<file path="config.mk">
export PLATFORM = sky130hd
export DESIGN_NAME = u_mult8_flat
export DESIGN_NICKNAME = d
export VERILOG_FILES = /design/src/rtl/u_mult8_if.sv /design/src/rtl/u_mult8.sv /design/src/flat_wrapper.sv
export SDC_FILE = /design/constraint.sdc
export NUM_CORES = 1
export LEC_CHECK = 0
export CAP_MARGIN = 20
export CORE_MARGIN = 2
export CORE_UTILIZATION = 61
export DETAILED_ROUTE_END_ITERATION = 16
export GPL_TIMING_DRIVEN = 0
export PLACE_DENSITY = 0.91
export SYNTH_ARGS = -nofsm -noshare
export SYNTH_HDL_FRONTEND = slang
export SYNTH_SLANG_ARGS = --single-unit
export TNS_END_PERCENT = 50
</file>
<file path="constraint.sdc">
create_clock -name clk -period 2.1 [get_ports clk]
set_clock_uncertainty 0.15 [all_clocks]
set_input_delay 0.42 -clock clk [delete_from_list [all_inputs] [get_ports clk]]
set_output_delay 0.42 -clock clk [all_outputs]
set_load 0.01 [all_outputs]
</file>
<file path="src/rtl/u_mult8_if.sv">
// u_mult8_if: operand/result bundle for the 8x8 unsigned multiplier.
// All buses are big-endian indexed (index 0 = MSB); numeric values are
// plain unsigned binary.
//   reg_A     [0:7]   multiplicand
//   reg_B     [0:7]   multiplier
//   in_valid          operands valid this cycle
//   result    [0:15]  registered product
//   out_valid         result carries the product of the last valid operands
// master: operand source / result consumer; slave: the multiplier.
interface u_mult8_if;
    logic [0:7]  reg_A;
    logic [0:7]  reg_B;
    logic        in_valid;
    logic [0:15] result;
    logic        out_valid;

    modport master (
        output reg_A,
        output reg_B,
        output in_valid,
        input  result,
        input  out_valid
    );

    modport slave (
        input  reg_A,
        input  reg_B,
        input  in_valid,
        output result,
        output out_valid
    );
endinterface

</file>
<file path="src/rtl/u_mult8.sv">
// u_mult8: 8x8 unsigned multiplier, shift-and-add partial-product array,
// one-cycle registered latency, full throughput.
// Ports:
//   clk   rising-edge clock
//   rst   asynchronous active-high reset (result = 0, out_valid = 0)
//   bus   u_mult8_if.slave: reg_A/reg_B/in_valid in, result/out_valid out
module u_mult8 (
    input  logic       clk,
    input  logic       rst,
    u_mult8_if.slave   bus
);

    // Partial product of weight 2^shift: multiplicand gated by one multiplier
    // bit, zero-extended to the product width and shifted into place.
    function automatic logic [15:0] partial_product(
        input logic [7:0] a,
        input logic       b_bit,
        input int unsigned shift
    );
        logic [15:0] ext;
        ext = {8'h00, (a & {8{b_bit}})};
        return ext << shift;
    endfunction

    // Operands re-viewed with conventional [7:0] numbering so that
    // index i carries weight 2^i (reg_X[7] is the LSB of the bus).
    logic [7:0]  a_s;
    logic [7:0]  b_s;
    logic [15:0] sum_s;

    logic [15:0] result_d;
    logic [15:0] result_q;
    logic        out_valid_d;
    logic        out_valid_q;

    assign a_s = bus.reg_A;
    assign b_s = bus.reg_B;

    // Ripple accumulation of the eight partial products.
    always_comb begin
        sum_s = 16'h0000;
        for (int i = 0; i < 8; i++) begin
            sum_s = sum_s + partial_product(a_s, b_s[i], i);
        end
    end

    // Next-state: load the product on a valid cycle, otherwise hold result
    // and drop out_valid.
    always_comb begin
        result_d    = result_q;
        out_valid_d = 1'b0;
        if (bus.in_valid) begin
            result_d    = sum_s;
            out_valid_d = 1'b1;
        end else begin
            result_d    = result_q;
            out_valid_d = 1'b0;
        end
    end

    // Output registers; reset clears both immediately and masks in_valid.
    always_ff @(posedge clk or posedge rst) begin
        if (rst) begin
            result_q    <= 16'h0000;
            out_valid_q <= 1'b0;
        end else begin
            result_q    <= result_d;
            out_valid_q <= out_valid_d;
        end
    end

    // The [15:0] register maps value-preservingly onto the [0:15] bus.
    assign bus.result    = result_q;
    assign bus.out_valid = out_valid_q;

endmodule

</file>
<file path="src/flat_wrapper.sv">
// flat-port wrapper written by rule: the top's interface ports become plain ports
module u_mult8_flat 
  (clk, rst, bus_reg_A, bus_reg_B, bus_in_valid, bus_result, bus_out_valid);
  u_mult8_if bus_i ();
  input  logic clk;
  input  logic rst;
  input wire logic [$bits(bus_i.reg_A)-1:0] bus_reg_A;
  input wire logic [$bits(bus_i.reg_B)-1:0] bus_reg_B;
  input wire logic [$bits(bus_i.in_valid)-1:0] bus_in_valid;
  output wire logic [$bits(bus_i.result)-1:0] bus_result;
  output wire logic [$bits(bus_i.out_valid)-1:0] bus_out_valid;
  assign bus_i.reg_A = bus_reg_A;
  assign bus_i.reg_B = bus_reg_B;
  assign bus_i.in_valid = bus_in_valid;
  assign bus_result = bus_i.result;
  assign bus_out_valid = bus_i.out_valid;
  u_mult8 u_core (.clk(clk), .rst(rst), .bus(bus_i));
endmodule
</file>
# Word level (Yosys, flattened, before mapping)
# Index checks and enable logic that the tools add are counted.
[totals]
reg_bits = 17
elab_cells = 18
[op_classes]
addsub = 7
mux = 1
bitwise = 8
[op_table]
columns = ["operator", "n"]
rows = [
  ["bitwise AND 8 bit", 8],
  ["adder 16 x 10 -> 16 bit", 1],
  ["adder 16 x 11 -> 16 bit", 1],
  ["adder 16 x 12 -> 16 bit", 1],
  ["adder 16 x 13 -> 16 bit", 1],
  ["adder 16 x 14 -> 16 bit", 1],
  ["adder 16 x 15 -> 16 bit", 1],
  ["adder 8 x 9 -> 10 bit", 1],
  ["two-way mux 1 bit", 1],
]

# Logic depth before layout (Yosys ltp)
# Gate-level depths: netlist of run 1.
[depth]
ltp_word = 8
depth_mapped = 23

# Least setup slack after synthesis of run 1
# OpenSTA, ideal clock, no wires.
[synth_path]
path_kind = "input port to flip-flop"
start = "input bus_reg_B[0]"
end = "register u_core.result_q[14], in the netlist u_core.bus.result[1]"
setup_ps = 120
arrival_ps = 5139
required_time_ps = 1830
path_slack_ps = -3309
stages = 22
path_buffers = 0
path_cell_list = "and2_1 ha_1 inv_1 fa_1 nor2b_1 o21a_1 o21ai_1 nand2_1 a221oi_1 fa_1 inv_1 fa_1 inv_1 fa_1 inv_1 fa_1 fa_1 nor2b_4 o31a_1 o41ai_4 a21o_2 a31o_1"
[synth_via]
elab_chain_cells = 8
[synth_rtl]
columns = ["element", "line_no", "rtl"]
rows = [
  ["start, declared", "flat_wrapper.sv:8", "input wire logic [$bits(bus_i.reg_B)-1:0] bus_reg_B;"],
  ["bitwise AND 8 bit", "u_mult8.sv:21", "ext = {8'h00, (a & {8{b_bit}})};"],
  ["adder 8 x 9 -> 10 bit", "u_mult8.sv:43", "sum_s = sum_s + partial_product(a_s, b_s[i], i);"],
  ["adder 16 x 10 -> 16 bit", "u_mult8.sv:43", ""],
  ["adder 16 x 11 -> 16 bit", "u_mult8.sv:43", ""],
  ["adder 16 x 12 -> 16 bit", "u_mult8.sv:43", ""],
  ["adder 16 x 13 -> 16 bit", "u_mult8.sv:43", ""],
  ["adder 16 x 14 -> 16 bit", "u_mult8.sv:43", ""],
  ["adder 16 x 15 -> 16 bit", "u_mult8.sv:43", ""],
  ["end signal, assigned", "u_mult8.sv:67", "result_q <= result_d;"],
  ["end, declared", "u_mult8.sv:32", "logic [15:0] result_q;"],
]
# Every way passes these cells.
# A chain may end at the register's enable or synchronous reset.

# Worst setup path in the final report of run 1
[layout_path]
start = "input bus_reg_A[1]"
end = "register u_core.result_q[14], in the netlist u_core.bus.result[1]"
[layout_via]
elab_chain_cells = 8
elab_cells_between_ends = 15
classes_between = "add/sub (7); bitwise (8)"
[layout_rtl]
columns = ["element", "line_no", "rtl"]
rows = [
  ["start, declared", "flat_wrapper.sv:7", "input wire logic [$bits(bus_i.reg_A)-1:0] bus_reg_A;"],
  ["bitwise AND 8 bit", "u_mult8.sv:21", ""],
  ["adder 8 x 9 -> 10 bit", "u_mult8.sv:43", ""],
  ["adder 16 x 10 -> 16 bit", "u_mult8.sv:43", ""],
  ["adder 16 x 11 -> 16 bit", "u_mult8.sv:43", ""],
  ["adder 16 x 12 -> 16 bit", "u_mult8.sv:43", ""],
  ["adder 16 x 13 -> 16 bit", "u_mult8.sv:43", ""],
  ["adder 16 x 14 -> 16 bit", "u_mult8.sv:43", ""],
  ["adder 16 x 15 -> 16 bit *", "u_mult8.sv:43", ""],
]
# Every way passes the cells marked *; elsewhere a longest branch is shown, timed or not.

==> results of run 1 <==
[where the power goes]
group	leakage (nW)	internal (W)	switching [W]	total, W
sequential	0.204	0.000457	0.0000623	0.000520
clock	0.0228	0.000135	0.000109	0.000244
combinational	1.47	0.00130	0.00125	0.00255
[cells in the mapped netlist, types with 3 or more instances]
| master | number | share of area (%) |
|---|---|---|
| inv_1 | 60 | 8.3 |
| a21o_1 | 4 | 1.1 |
| mux2_2 | 8 | 3.3 |
| a21oi_1 | 7 | 1.3 |
| nor3_1 | 6 | 1.1 |
| nand3_1 | 3 | 0.55 |
| a211oi_1 | 4 | 1.1 |
| nor2_1 | 9 | 1.2 |
| nand2_1 | 28 | 3.9 |
| and2_1 | 41 | 9.4 |
| o21a_1 | 5 | 1.4 |
| o21ai_0 | 7 | 1.3 |
| nor2b_1 | 4 | 0.92 |
| ha_1 | 34 | 16 |
| dfrtp_1 | 17 | 16 |
| xor2_1 | 3 | 0.96 |
| xnor2_1 | 6 | 1.9 |
| fa_1 | 34 | 25 |
[metrics by stage]
| stage | setup slack, ns | TNS [ns] |
|---|---|---|
| finish | -3.11 | -31.36 |
| floorplan | -3.10 | -30.41 |
| CTS | -3.12 | -31.02 |
| global route | -3.33 | -33.60 |
| detailed placement | -4.16 | -44.08 |
| global placement | -4.09 | -43.35 |
[registers in the layout, summed over array words and instances, names as in the netlist]
signal                count
u_core.bus.result        16
u_core.bus.out_valid      1
[critical path, cell delays in order]
cell	delay (ns)
buf_12	0.11
and2_4	0.15
ha_4	0.16
inv_2	0.06
fa_2	0.20
nor2b_1	0.04
o21a_1	0.20
o21ai_2	0.18
buf_4	0.14
a211oi_2	0.06
fa_1	0.52
inv_2	0.05
fa_1	0.55
inv_2	0.05
fa_1	0.55
inv_2	0.04
fa_1	0.53
inv_2	0.06
ha_4	0.25
o21a_1	0.16
o31a_1	0.14
o41ai_4	0.24
nand3_1	0.11
a31o_1	0.23
[cells by family after synthesis]
logic type      share of synthesized area [%]
flops                                    15.6
compound gates                           11.3
buf+inv                                  8.57
fa+ha+maj                                40.5
xor+xnor                                 2.89
mux                                      3.30
simple gates                             17.8
[per-layer routing]
layer / vias to the layer above / share of wire, % / track usage, %
li1: 1050 / - / -
met4: 0 / 3.0 / 10.9
met5: - / 0 / 0
met2: 62 / 55 / 51.7
met3: 20 / 3.4 / 4.27
met1: 1129 / 38 / 30.4
[layout make-up]
type                            instances  area [sq um]  share of cell area (%)
Buffer                                  2          10.0                   0.282
Clock buffer                            4          45.0                    1.27
Inverter                               60           225                    6.35
Multi-Input combinational cell        218          2300                    65.0
Sequential cell                        17           425                    12.0
Tap cell                               52          65.1                    1.84
Timing Repair Buffer                   49           469                    13.2
[final timing paths]
kind,to,slack (ns),startpoint
hold reg to reg,u_core.bus.result[5],0.35,u_core.bus.result[5]
max in group asynchronous,u_core.bus.result[6],0.96,rst
min in group asynchronous,u_core.bus.result[2],0.44,rst
setup / recovery,u_core.bus.result[1],-3.11,bus_reg_A[1]
setup reg to reg,u_core.bus.result[1],1.15,u_core.bus.result[1]
hold / removal,u_core.bus.result[5],0.35,u_core.bus.result[5]
[repair_timing]
item / in CTS / in global routing
endpoints found under the setup margin: 14 / 14
resized for setup: 79 / 11
pin swaps: 38 / 9
setup buffers: 11 / 3
==> out/results.ini, run 1 <==
[run_status]
status=finished, violations left
violations=negative setup slack

[power_and_ir_drop]
p_leak_nw=1.70
power_density_nw_per_um2=935
ir_drop_uv=867
total_power_w=0.00331

[yosys]
syn_avg_cell_area_sq_um=9.19
synthFlopType=dfrtp_1
syn_area_sq_um=2730
syn_inst=297
synth-async-reset-ratio_pct=100
synth_edf_count=0
syn-num-nets=384
synth_warnings=0
synth_seq_cells=17
synth.distinct_cells=35
ys_seq_area_share_pct=15.6

[cells_and_area]
antenna_cells=0
fin_cells=402
drive_gt1_share_pct=26.9
nFillCells=269
layout_commonest_cell=inv_1
final_cell_mix=inv_1 (47), and2_1 (37), fa_1 (30)
area_growth_pct=29.9
num-nets-final=438
final_area_sq_um=3540
postLayoutCoreUtil_pct=82.0

[timing]
rsz0062_at_grt=yes
clock.fmax_mhz=192
slew_headroom_pct=57.8
whs_ns=0.346
finalMaxSlewViolations=0
finalSetupViolCount=13
fin_crit_ns=5.21
setup_ws_ns=-3.11
tightestPinTransition_ns=0.632
hold_violations=0
period_share_pct=248

[grt]
grt_pass1_vias=2509
grt_pass1_wl_mm=10.9
grt_usage_pct=27.3
antenna_found_initial=0
grt_max_degree=18
grt.overflow.total=0

[setup_path]
r2r_cells=2
critPathCaptureType=flop
crit_type=in -> reg
crit_path_start_kind=input port
cp_data_required_time_ns=2.09
cp_max_fo=4
arrival_ns=5.21

[floorplanning]
start_util_pct=63.1
die_y_um=70.9
row_count=24
die_x_um=70.9
dieArea_sq_um=5020
core_sq_um=4320
design.portCount=36

[route]
wl_per_cell_um=16.2
drtIter0Drc=97
ant_nets=0
vias=2261
vias_per_cell=5.62
remaining_drc_errors=0
first_pass_iters=4
drt_wl_total_mm=6.50

[cts]
worstSkewPairLatency_ns=0.25
clock_path_buffers=2
cts-root-buf=clkbuf_8
clk_transition_reported_paths_ns=0.06
cts_max_level=1
ctsHoldBuffers=0
cts_sinks=17
cts_buffers=3
cts_tree=built

[placement]
dpl.cell_count=384
dpl_cell_area_sq_um=3250
port_buffers=35
place_hpwl_mm=4.62
routabilityCongestion=0.826

[min_path]
hold_class=reg -> reg
hold_path_depth=1

[job]
drv_cap=0

(Power assumes the default switching activity.)
==> run 2: changes to the inputs <==
--- a/config.mk
+++ b/config.mk
@@ -6,6 +6,7 @@
 export NUM_CORES = 1
 export LEC_CHECK = 0
 export CAP_MARGIN = 20
+export CORE_ASPECT_RATIO = 2
 export CORE_MARGIN = 2
 export CORE_UTILIZATION = 61
 export DETAILED_ROUTE_END_ITERATION = 16
==> run 2 against run 1 <==
  * The run still ends with negative setup slack left
  * Critical endpoint is now u_core.bus.result[4]
  * Cell area up 2.3%
  * Register-to-register slack hardly changed
  * Cell count rose by 1.5%
  * Clock power fell by 2%
  * Maximum frequency fell by 3.7%
  * Count of clock-buffer cells in the layout fell by 1
  * Routed wire length up 21%
  * Sequential share of layout area fell by 0.27 points
  * Worst setup slack lost 0.20 ns
==> out/results.ini, run 2 (synthesis gave the netlist of run 1 again) <==
[grt]
grt_max_degree=18
grt_pass1_vias=2708
grt_pass1_wl_mm=12.5
antenna_found_initial=0
grt_usage_pct=33.0
grt.overflow.total=0

[run_status]
violations=negative setup slack
status=finished, violations left

[setup_path]
cp_data_required_time_ns=2.08
cp-endpoint=u_core.bus.result[4]
critPathCaptureType=flop
reg2reg_to=u_core.bus.result[1]
arrival_ns=5.40
r2r-start=u_core.bus.result[1]
crit_path_start_kind=input port
cp_max_fo=8
r2r_slack_ns=1.15
crit_type=in -> reg
r2r_cells=2
startpoint=bus_reg_B[1]

[route]
ant_nets=0
remaining_drc_errors=0
first_pass_iters=4
drtIter0Drc=66
vias=2380
vias_per_cell=5.83
wl_per_cell_um=19.2
drt_wl_total_mm=7.84

[power_and_ir_drop]
p_comb_share_pct=78.8
total_power_w=0.00364
p_leak_nw=1.75
p_seq_share_pct=14.6
pwr-share-clk_pct=6.6
sw_frac_of_total_pct=44.2
power_density_nw_per_um2=1010
switching_power_w=0.00161
ir_drop_uv=1300
p_int_w=0.00203

[cells_and_area]
largest_register_ffs=16
area_growth_pct=32.8
drive_gt1_share_pct=29.1
final_area_sq_um=3620
antenna_cells=0
layout_commonest_cell=inv_1
num-nets-final=442
final_cell_mix=inv_1 (51), and2_1 (33), fa_1 (29)
fin_cells=408

[timing]
rsz0062_at_grt=yes
finalSetupViolCount=13
clock.fmax_mhz=185
tightestPinTransition_ns=0.620
whs_ns=0.302
slew_headroom_pct=58.6
finalMaxSlewViolations=0
setup_ws_ns=-3.31
hold_violations=0
setup_tns_ns=-32.93
period_share_pct=258
fin_crit_ns=5.41

[cts]
clk_transition_reported_paths_ns=0.06
cts_max_level=1
cts_tree=built
cts-root-buf=clkbuf_8
cts_sinks=17
worstSkewPairLatency_ns=0.25
clock_path_buffers=2
cts_buffers=3

[floorplanning]
die_x_um=51.3
die_y_um=98.6
start_util_pct=62.9
design.portCount=36
core_sq_um=4340
row_count=34
dieArea_sq_um=5060

[placement]
dpl.cell_count=386
port_buffers=35
dpl_cell_area_sq_um=3250
place_hpwl_mm=5.09
routabilityCongestion=0.837

[min_path]
hold_class=in -> reg

[job]
drv_cap=0

run 2: repair_timing:
item	in CTS	in global routing
endpoints found under the setup margin	14	15
pin swaps	36	12
buffers inserted	13	5
hold buffers	0	0
gates resized for setup	82	12
run 2: worst max-delay path, cell delays in order:
cell and delay [ns]:
buf_12 0.10, and2_4 0.14, ha_4 0.12, inv_2 0.03
fa_2 0.34, nor2b_1 0.15, o21a_1 0.21, o21ai_4 0.09
nand2_2 0.08, a221oi_2 0.07, fa_2 0.55, inv_2 0.04
fa_1 0.50, inv_2 0.05, fa_1 0.55, inv_2 0.06
fa_2 0.58, inv_2 0.07, ha_4 0.25, a211oi_4 0.26
o21bai_2 0.11, a21oi_2 0.23, xnor2_1 0.12, mux2_4 0.27
run 2: worst min-delay path by stage:
stage / startpoint / to / slack, ns / depth (start not counted)
3_3_place_gp: u_core.bus.result[6] / u_core.bus.result[6] / 0.32 / 1
4_1_cts: bus_reg_B[0] / u_core.bus.result[15] / 0.28 / 3
5_1_grt: bus_reg_B[0] / u_core.bus.result[15] / 0.32 / 3
3_5_place_dp: u_core.bus.result[5] / u_core.bus.result[5] / 0.32 / 1
6_report: bus_reg_B[0] / u_core.bus.result[15] / 0.30 / 3
2_1_floorplan: rst / u_core.bus.out_valid / 0.20 / 1
run 2: final cells by class:
class	instances	area, sq um
multi-input cells	218	2340
well taps	54	67.6
clock inverters	1	5.00
plain buffers	2	10.0
fillers	217	714
inverters	60	225
flip-flops and latches	17	425
repair buffers	53	514
clock buffers	3	41.3
run 2: routing by layer:
| metal | vias to the layer above | track usage [%] | wire (um) | part of all wire [%] |
|---|---|---|---|---|
| met1 | 1182 | 35.7 | 2650 | 34 |
| met4 | 0 | 18.4 | 500 | 6.4 |
| li1 | 1056 | - | - | - |
| met2 | 97 | 60.4 | 4390 | 56 |
| met3 | 45 | 2.88 | 306 | 3.9 |
| met5 | - | 0 | 0 | 0 |
run 2: metrics by stage:
stage                     util, %  worst slack, ns
final                        83.5            -3.31
after global routing         83.5            -3.40
after CTS                    81.5            -3.18
after detailed placement     75.0            -4.24
after global placement       75.0            -4.11
after floorplan                 -            -3.10
run 2: power groups by stage:
stage          clock network (W)  registers, W  logic [W]
5_1_grt                 0.000255      0.000545    0.00309
3_3_place_gp                   0      0.000522    0.00209
3_5_place_dp                   0      0.000527    0.00221
4_1_cts                 0.000249      0.000527    0.00251
2_1_floorplan                  0      0.000582    0.00148
6_report                0.000240      0.000533    0.00287
